## src/rtl/nearest_hit_select_pkg.sv

```systemverilog
// Shared definitions for the nearest-hit selection block and its float helper.
// Contents: IEEE-754 single-precision field widths and special encodings, and
// the ray-scan FSM state type.
package nearest_hit_select_pkg;

  localparam int unsigned FLOAT_W      = 32;
  localparam int unsigned FLOAT_EXP_W  = 8;
  localparam int unsigned FLOAT_MANT_W = 23;

  localparam logic [FLOAT_W-1:0] FLOAT_ZERO     = 32'h0000_0000;
  localparam logic [FLOAT_W-1:0] FLOAT_NEG_ZERO = 32'h8000_0000;

  typedef enum logic {
    StIdle,
    StScan
  } state_e;

endpackage

```

## src/rtl/nearest_hit_select_float_nonneg_lt.sv

```systemverilog
// float_nonneg_lt: combinational magnitude comparator for IEEE-754 singles that
// are known to be non-negative (or +/-0), plus a NaN detector on operand a.
// Ports:
//   a, b     : 32-bit IEEE-754 single operands
//   a_lt_b   : |a| < |b|, valid as a float compare when both are non-negative
//   a_is_nan : a has an all-ones exponent and a nonzero mantissa
module nearest_hit_select_float_nonneg_lt
  import nearest_hit_select_pkg::*;
(
  input  logic [FLOAT_W-1:0] a,
  input  logic [FLOAT_W-1:0] b,
  output logic               a_lt_b,
  output logic               a_is_nan
);

  // Sign bits play no part in a magnitude compare.
  logic unused_sign;
  assign unused_sign = a[FLOAT_W-1] ^ b[FLOAT_W-1];

  // For non-negative IEEE-754 values the bit pattern orders like an integer.
  assign a_lt_b = a[FLOAT_W-2:0] < b[FLOAT_W-2:0];

  assign a_is_nan = (a[FLOAT_W-2 -: FLOAT_EXP_W] == '1) && (a[FLOAT_MANT_W-1:0] != '0);

endmodule

```

## src/rtl/nearest_hit_select.sv

```systemverilog
// nearest_hit_select: reduces NUM_OBJECTS per-object (intersects, t) results of
// one ray to the nearest accepted hit and emits one result per ray.
// Ports:
//   clk_in, rst_n_in   : clock, asynchronous active-low reset
//   clear_in           : synchronous abort of the ray in progress
//   intersects_in      : upstream intersect flag
//   t_in               : upstream IEEE-754 single entry distance
//   valid_in           : one strobe per object, in object-index order
//   hit_out            : any accepted hit in the ray
//   hit_index_out      : index of the nearest accepted object
//   t_out              : t of the nearest hit, +0.0 when no hit
//   valid_out          : one-cycle strobe per ray
//   hit_count_out      : accepted hits in the ray (only when HIT_COUNT_EN is defined)
// Optional feature macro: HIT_COUNT_EN.
module nearest_hit_select
  import nearest_hit_select_pkg::*;
#(
  parameter int unsigned NUM_OBJECTS = 8,
  parameter int unsigned IDX_W       = $clog2(NUM_OBJECTS)
) (
  input  logic               clk_in,
  input  logic               rst_n_in,
  input  logic               clear_in,
  input  logic               intersects_in,
  input  logic [FLOAT_W-1:0] t_in,
  input  logic               valid_in,
  output logic               hit_out,
  output logic [IDX_W-1:0]   hit_index_out,
  output logic [FLOAT_W-1:0] t_out,
  output logic               valid_out
`ifdef HIT_COUNT_EN
  ,
  output logic [$clog2(NUM_OBJECTS+1)-1:0] hit_count_out
`endif
);

  localparam int unsigned HC_W = $clog2(NUM_OBJECTS + 1);

  state_e             state_q, state_d;
  logic [IDX_W-1:0]   obj_cnt_q, obj_cnt_d;
  logic               acc_hit_q, acc_hit_d;
  logic [IDX_W-1:0]   acc_idx_q, acc_idx_d;
  logic [FLOAT_W-1:0] acc_t_q, acc_t_d;
  logic [HC_W-1:0]    acc_cnt_q, acc_cnt_d;

  logic [FLOAT_W-1:0] cand_t;
  logic               cand_lt, cand_nan;
  logic               take, accept, last;
  logic               base_hit, merge_hit;
  logic [IDX_W-1:0]   base_idx, merge_idx;
  logic [FLOAT_W-1:0] base_t, merge_t;
  logic [HC_W-1:0]    base_cnt, merge_cnt;

  nearest_hit_select_float_nonneg_lt u_lt (
    .a        (cand_t),
    .b        (acc_t_q),
    .a_lt_b   (cand_lt),
    .a_is_nan (cand_nan)
  );

  always_comb begin
    cand_t = (t_in == FLOAT_NEG_ZERO) ? FLOAT_ZERO : t_in;
    take   = valid_in && !clear_in;
    accept = take && intersects_in && !cand_nan &&
             (!t_in[FLOAT_W-1] || (t_in == FLOAT_NEG_ZERO));
    last   = take && (obj_cnt_q == IDX_W'(NUM_OBJECTS - 1));

    // The first object of a ray merges into an empty accumulator, so stale
    // contents from an earlier ray can never win.
    base_hit = (state_q == StScan) ? acc_hit_q : 1'b0;
    base_idx = (state_q == StScan) ? acc_idx_q : '0;
    base_t   = (state_q == StScan) ? acc_t_q   : FLOAT_ZERO;
    base_cnt = (state_q == StScan) ? acc_cnt_q : '0;

    merge_hit = base_hit;
    merge_idx = base_idx;
    merge_t   = base_t;
    merge_cnt = base_cnt + HC_W'(accept);
    // Strict less-than: on equal t the earlier index is kept.
    if (accept && (!base_hit || cand_lt)) begin
      merge_hit = 1'b1;
      merge_idx = obj_cnt_q;
      merge_t   = cand_t;
    end

    state_d   = state_q;
    obj_cnt_d = obj_cnt_q;
    acc_hit_d = acc_hit_q;
    acc_idx_d = acc_idx_q;
    acc_t_d   = acc_t_q;
    acc_cnt_d = acc_cnt_q;
    if (clear_in || last) begin
      state_d   = StIdle;
      obj_cnt_d = '0;
      acc_hit_d = 1'b0;
      acc_idx_d = '0;
      acc_t_d   = FLOAT_ZERO;
      acc_cnt_d = '0;
    end else if (take) begin
      state_d   = StScan;
      obj_cnt_d = obj_cnt_q + IDX_W'(1);
      acc_hit_d = merge_hit;
      acc_idx_d = merge_idx;
      acc_t_d   = merge_t;
      acc_cnt_d = merge_cnt;
    end
  end

  always_ff @(posedge clk_in or negedge rst_n_in) begin
    if (!rst_n_in) begin
      state_q   <= StIdle;
      obj_cnt_q <= '0;
      acc_hit_q <= 1'b0;
      acc_idx_q <= '0;
      acc_t_q   <= FLOAT_ZERO;
      acc_cnt_q <= '0;
    end else begin
      state_q   <= state_d;
      obj_cnt_q <= obj_cnt_d;
      acc_hit_q <= acc_hit_d;
      acc_idx_q <= acc_idx_d;
      acc_t_q   <= acc_t_d;
      acc_cnt_q <= acc_cnt_d;
    end
  end

  // Result registers load the merged value together with the last object, so
  // a clear on the following cycle cannot cancel the scheduled strobe.
  logic [HC_W-1:0] hit_count_q;

  always_ff @(posedge clk_in or negedge rst_n_in) begin
    if (!rst_n_in) begin
      valid_out     <= 1'b0;
      hit_out       <= 1'b0;
      hit_index_out <= '0;
      t_out         <= FLOAT_ZERO;
      hit_count_q   <= '0;
    end else begin
      valid_out <= last;
      if (last) begin
        hit_out       <= merge_hit;
        hit_index_out <= merge_idx;
        t_out         <= merge_t;
        hit_count_q   <= merge_cnt;
      end
    end
  end

`ifdef HIT_COUNT_EN
  assign hit_count_out = hit_count_q;
`else
  logic unused_hit_count;
  assign unused_hit_count = ^hit_count_q;
`endif

endmodule
```

## config.mk

```make
export PLATFORM = sky130hd
export DESIGN_NAME = nearest_hit_select
export DESIGN_NICKNAME = d
export VERILOG_FILES = /design/src/rtl/nearest_hit_select_pkg.sv /design/src/rtl/nearest_hit_select_float_nonneg_lt.sv /design/src/rtl/nearest_hit_select.sv
export SDC_FILE = /design/constraint.sdc
export NUM_CORES = 1
export LEC_CHECK = 0
export ABC_AREA = 1
export BUFFER_PORTS_ARGS = -buffer_cell sky130_fd_sc_hd__buf_2
export CAP_MARGIN = 15
export CORE_ASPECT_RATIO = 0.5
export CORE_MARGIN = 5
export CORE_UTILIZATION = 55
export DETAILED_ROUTE_END_ITERATION = 16
export PLACE_DENSITY_LB_ADDON = 0.25
export SYNTH_ARGS = -nofsm -noshare
export SYNTH_HDL_FRONTEND = slang
export SYNTH_SLANG_ARGS = --single-unit
```

## constraint.sdc

```tcl
create_clock -name clk_in -period 2.5 [get_ports clk_in]
set_clock_uncertainty 0.1 [all_clocks]
set_input_delay 0.375 -clock clk_in [delete_from_list [all_inputs] [get_ports clk_in]]
set_output_delay 0.375 -clock clk_in [all_outputs]
set_load 0.02 [all_outputs]
```

# [Word-level counts from Yosys, hierarchy flattened]
# Cells that the tools add are included.
[totals] mem_bits_ro=0 latch_bits=0 mem_count=0 ram_bits=0 word_cells=47 register_bits=77 out_inout_bits=37
[classes] n_reduce_logical=16 mux=17 eq_ne=3 multipliers=0 shift=0 order_cmp=1 n_bitwise=0 n_div=0 n_addsub=1
[op_table] cell="$mux W32" count=5
[op_table] cell="$eq A32 B32 Y1 const B" count=1
[op_table] cell="$lt A31 B31 Y1" count=1
[op_table] cell="$reduce_bool A23 Y1" count=1
[op_table] cell="$mux W3" count=6
[op_table] cell="$eq A8 B8 Y1 const B" count=1
[op_table] cell="$logic_and A1 B1 Y1" count=7
[op_table] cell="$mux W1" count=6
[op_table] cell="$logic_not A1 Y1" count=4
[op_table] cell="$add A3 B1 Y3 const B" count=1
[op_table] cell="$eq A3 B3 Y1 const B" count=1
[op_table] cell="$logic_or A1 B1 Y1" count=3
[op_table] cell="$reduce_bool A2 Y1" count=1

# [Longest topological paths before layout]
[depth] depth_word=11 ltp_mapped=18

# [Modules after synthesis]
# From an unflattened synthesis, not the netlist that was laid out.
[unflattened] cells_unflattened=711 hier_area_um2=4875.9
[by_module_without_submodules] module="nearest_hit_select" cells_per_inst=545 instances=1 seq_area_each_um2=1926.8 area_each_um2=3927.5
[by_module_without_submodules] module="nearest_hit_select_float_nonneg_lt" cells_per_inst=166 instances=1 seq_area_each_um2=0.0 area_each_um2=948.4

# [Worst setup path after synthesis]
# OpenSTA, ideal clock, no wires.
[synth_timing] path_type="in2reg" from="input port t_in[30]" to="register acc_t_q[0]" setup_slack_ns=0.477 t_arrival_ns=1.805 setup_ns=0.118 path_stages=14 cell_sequence="clkbuf_1 -> ha_1 -> nand2_1 -> nor2_1 -> nor3b_2 -> and2b_1 -> nand2_1 -> nand2_2 -> nand2_4 -> nand2_8 -> buf_12 -> nand2_4 -> nand3_1 -> nand2_1"
[synth_between] elab_chain_cells=11 elab_cells_between_ends=15
[synth_rtl] item="start: declaration" line_no="nearest_hit_select.sv:25" rtl="input logic [FLOAT_W-1:0] t_in,"
[synth_rtl] item="parallel branches: the longest is 8 deep, another holds $lt A31 B31 Y1"
[synth_rtl] item="$mux W32 (*)" line_no="nearest_hit_select.sv:80" rtl="if (accept && (!base_hit || cand_lt)) begin"
[synth_rtl] item="$mux W32 (*)" line_no="nearest_hit_select.sv:99" rtl="end else if (take) begin"
[synth_rtl] item="$mux W32 (*)" line_no="nearest_hit_select.sv:92" rtl="if (clear_in || last) begin"
[synth_rtl] item="end signal: assignment" line_no="nearest_hit_select.sv:122" rtl="acc_t_q <= acc_t_d;"
[synth_rtl] item="end: declaration" line_no="nearest_hit_select.sv:43" rtl="logic [FLOAT_W-1:0] acc_t_q, acc_t_d;"
# Every way passes the cells marked *. The select of a mux whose other input is x is not followed.
# A chain may end at the register's enable or synchronous reset.

# [Worst setup path in the final report]
[layout_timing] from="register acc_t_q[26]" to="register t_out[13]"
[layout_between] elab_chain_cells=4
[layout_rtl] item="$lt A31 B31 Y1" line_no="nearest_hit_select_float_nonneg_lt.sv:21" rtl="assign a_lt_b = a[FLOAT_W-2:0] < b[FLOAT_W-2:0];"
[layout_rtl] item="$logic_or A1 B1 Y1" line_no="nearest_hit_select.sv:80"
[layout_rtl] item="$logic_and A1 B1 Y1" line_no="nearest_hit_select.sv:80"
[layout_rtl] item="$mux W32" line_no="nearest_hit_select.sv:80"
[layout_rtl] item="end signal: assignment" line_no="nearest_hit_select.sv:143" rtl="t_out <= merge_t;"
[layout_rtl] item="end: declaration" line_no="nearest_hit_select.sv:29" rtl="output logic [FLOAT_W-1:0] t_out,"
# Every way passes these cells.

==> flow_summary.json <==
{
  "yosysWarnings": 0,
  "startpoint_type": "register",
  "synthToLayoutAreaGrowth_pct": 14.7,
  "cts_buffers": 9,
  "cts-root-buf": "clkbuf_16",
  "critical_path_required_ps": 2620,
  "grt_pass1_vias": 4310,
  "critPathKind": "register to register",
  "layout.nets": 794,
  "cp_max_fo": 19,
  "syn_nets": 752,
  "comb_power_share_pct": 12.4,
  "clkTransAtPathRegs_ps": 60,
  "die_w_um": 143,
  "place_congestion": 0.865,
  "p_switching_w": 0.000763,
  "worstSetupEndpointType": "register",
  "grt.total_usage_pct": 23.2,
  "finalSetupTns_ps": 0,
  "drt-vias-per-instance": 5.16,
  "tritoncts": "built",
  "min_path_type": "input pin to register",
  "post-route-util_pct": 64.5,
  "cts.sinks": 77,
  "status": "finished, final reports clean",
  "n_antenna_cell": 0,
  "final_area_sq_um": 5600,
  "place_area_sq_um": 5280,
  "grt_max_degree": 39,
  "synth.avg_cell_area_sq_um": 7.14,
  "synth-seq-area-share_pct": 39.5,
  "final.period_utilization_pct": 93.3,
  "ys_types": 24,
  "h-tree-depth": 3,
  "wl_per_cell_um": 14.0,
  "syn_area_sq_um": 4880,
  "antenna_found_initial": 0,
  "maxCapViolations": 0,
  "leakage_nw": 3.27,
  "drc_errors": 0,
  "drive_above_1_share_pct": 17.4,
  "dieArea_sq_um": 11000,
  "cts_buffer_depth": 2,
  "setup-violations-final": 0,
  "worst_pin_slew_ps": 511,
  "ys_ff_latch": 77,
  "power_density_nw_per_um2": 534,
  "fp.coreArea_sq_um": 8680,
  "antenna_left": 0,
  "num-fill-cells": 798,
  "final.min_clock_period_ps": 2330,
  "wirelength_um": 11900,
  "cts_setup_buffers": 0,
  "grt_pass1_wl_um": 20400,
  "swShare_pct": 25.5,
  "layout_common_cells": "nand2_1 (253), nand3_1 (106), inv_1 (82)",
  "vdd_ir_drop_max_v": 0.000319,
  "firstDrtPassIters": 5,
  "p_clk_share_pct": 44.1,
  "finalHoldViolCount": 0,
  "dpl.hpwl_um": 8270,
  "max-slew-margin-rel_pct": 65.9,
  "final_common_cell": "nand2_1",
  "synth_cells": 683,
  "num_io_pins": 74,
  "worstSkewPairLatency_ps": 340,
  "initial_core_util_pct": 56.2,
  "port_buffers": 73,
  "final_max_slew_viol_count": 0,
  "first_iter_violations": 309,
  "num_vias": 4368,
  "total_power_w": 0.00299,
  "timing.fmax_ghz": 0.429,
  "row_count": 24,
  "worstPathArrival_ps": 2460,
  "die_h_um": 76.6,
  "grt_overflow": 0,
  "pwr-share-seq_pct": 43.5,
  "p_int_w": 0.00222
}
## synth_stat cells, drive strengths merged
cell	instances	area, sq um
clkbuf	42	158
and2b	1	7.51
clkinv	1	3.75
nor3b	2	20.0
nand3	106	531
nand4	11	68.8
inv	83	312
nor2	22	98.9
buf	15	114
ha	32	400
a21o	2	15.0
nand2	274	1150
dfrtp	77	1930
o21ai	5	25.0
a21oi	10	50.1
## cells by family (layout without fill, tap and decap cells)
kind of cell             after synthesis  after routing  synth area share (%)
AO/OA/AOI/OAI                         17             17                  1.85
adder cells (fa/ha/maj)               32             32                  8.21
buffers and inverters                141            187                  12.0
flip-flops                            77             77                  39.5
AND/OR/NAND/NOR                      416            416                  38.4
## worst max-delay path, cell delays in order, from the launching register on
cell and delay (ps):
dfrtp_1 370, inv_1 60, ha_1 300, nand2_1 130
inv_1 60, nand2_1 60, nand2_1 40, nand2_1 50
nand2_1 110, a21oi_1 170, nand2_2 90, nand2_4 100
buf_4 250, nand3_1 140, nand3_1 130, nand2_1 60
## routing by layer
| layer | routed length, um | vias up | GRT usage (%) |
|---|---|---|---|
| met1 | 5520 | 2032 | 32.4 |
| met3 | 850 | 14 | 4.89 |
| met5 | 0 | - | 0 |
| li1 | - | 2191 | - |
| met2 | 5340 | 131 | 36.8 |
| met4 | 138 | 0 | 6.17 |
## cell type report
| class | instances | area (sq um) | share of cell area, % |
|---|---|---|---|
| Clock inverter | 4 | 47.5 | 0.850 |
| Clock buffer | 11 | 253 | 4.52 |
| Multi-Input combinational cell | 465 | 2370 | 42.4 |
| Timing Repair Buffer | 88 | 533 | 9.52 |
| Inverter | 84 | 315 | 5.63 |
| Tap cell | 117 | 146 | 2.62 |
| Sequential cell | 77 | 1930 | 34.4 |
## power by group through the flow
| stage | logic [W] | clock network, W | registers (W) |
|---|---|---|---|
| floorplan | 0.000233 | 0 | 0.00132 |
| global placement | 0.000357 | 0 | 0.00132 |
| finish | 0.000369 | 0.00132 | 0.00130 |
| global route | 0.000423 | 0.00141 | 0.00130 |
| detailed placement | 0.000365 | 0 | 0.00132 |
| CTS | 0.000370 | 0.00135 | 0.00130 |
## per-stage QoR
stage / std cells / setup WS [ps] / hold WS [ps]
after floorplan: 683 / 477 / -20.6
after global placement: 830 / 126 / 275
after detailed placement: 830 / 98.0 / 279
after CTS: 846 / 175 / 276
after global routing: 846 / -4.41 / 300
final: 846 / 166 / 289
## state kept, by name, indices dropped and copies added, names as in the netlist
name,count
acc_hit_q,1
acc_idx_q,3
acc_t_q,32
hit_index_out,3
hit_out,1
obj_cnt_q,3
state_q,1
t_out,32
valid_out,1
## path summary, 6_finish.rpt
path / from / to / slack, ps / cells after the start
worst max-delay path: acc_t_q[26] / t_out[13] / 170 / 15
worst min-delay path: clear_in / acc_t_q[31] / 290 / 4
worst max register to register: acc_t_q[26] / t_out[13] / 170 / 15
worst min register to register: t_out[8] / t_out[8] / 370 / 2
max in group asynchronous: rst_n_in / t_out[22] / 1240 / 3
min in group asynchronous: rst_n_in / t_out[9] / 450 / 2
## repair_timing
item | CTS | global route
resized for setup | 0 | 1
endpoints found under the hold margin | 35 | 0
setup endpoints to repair | 0 | 1
hold buffers | 1 | 0
Power figures use the tool's default switching activity.
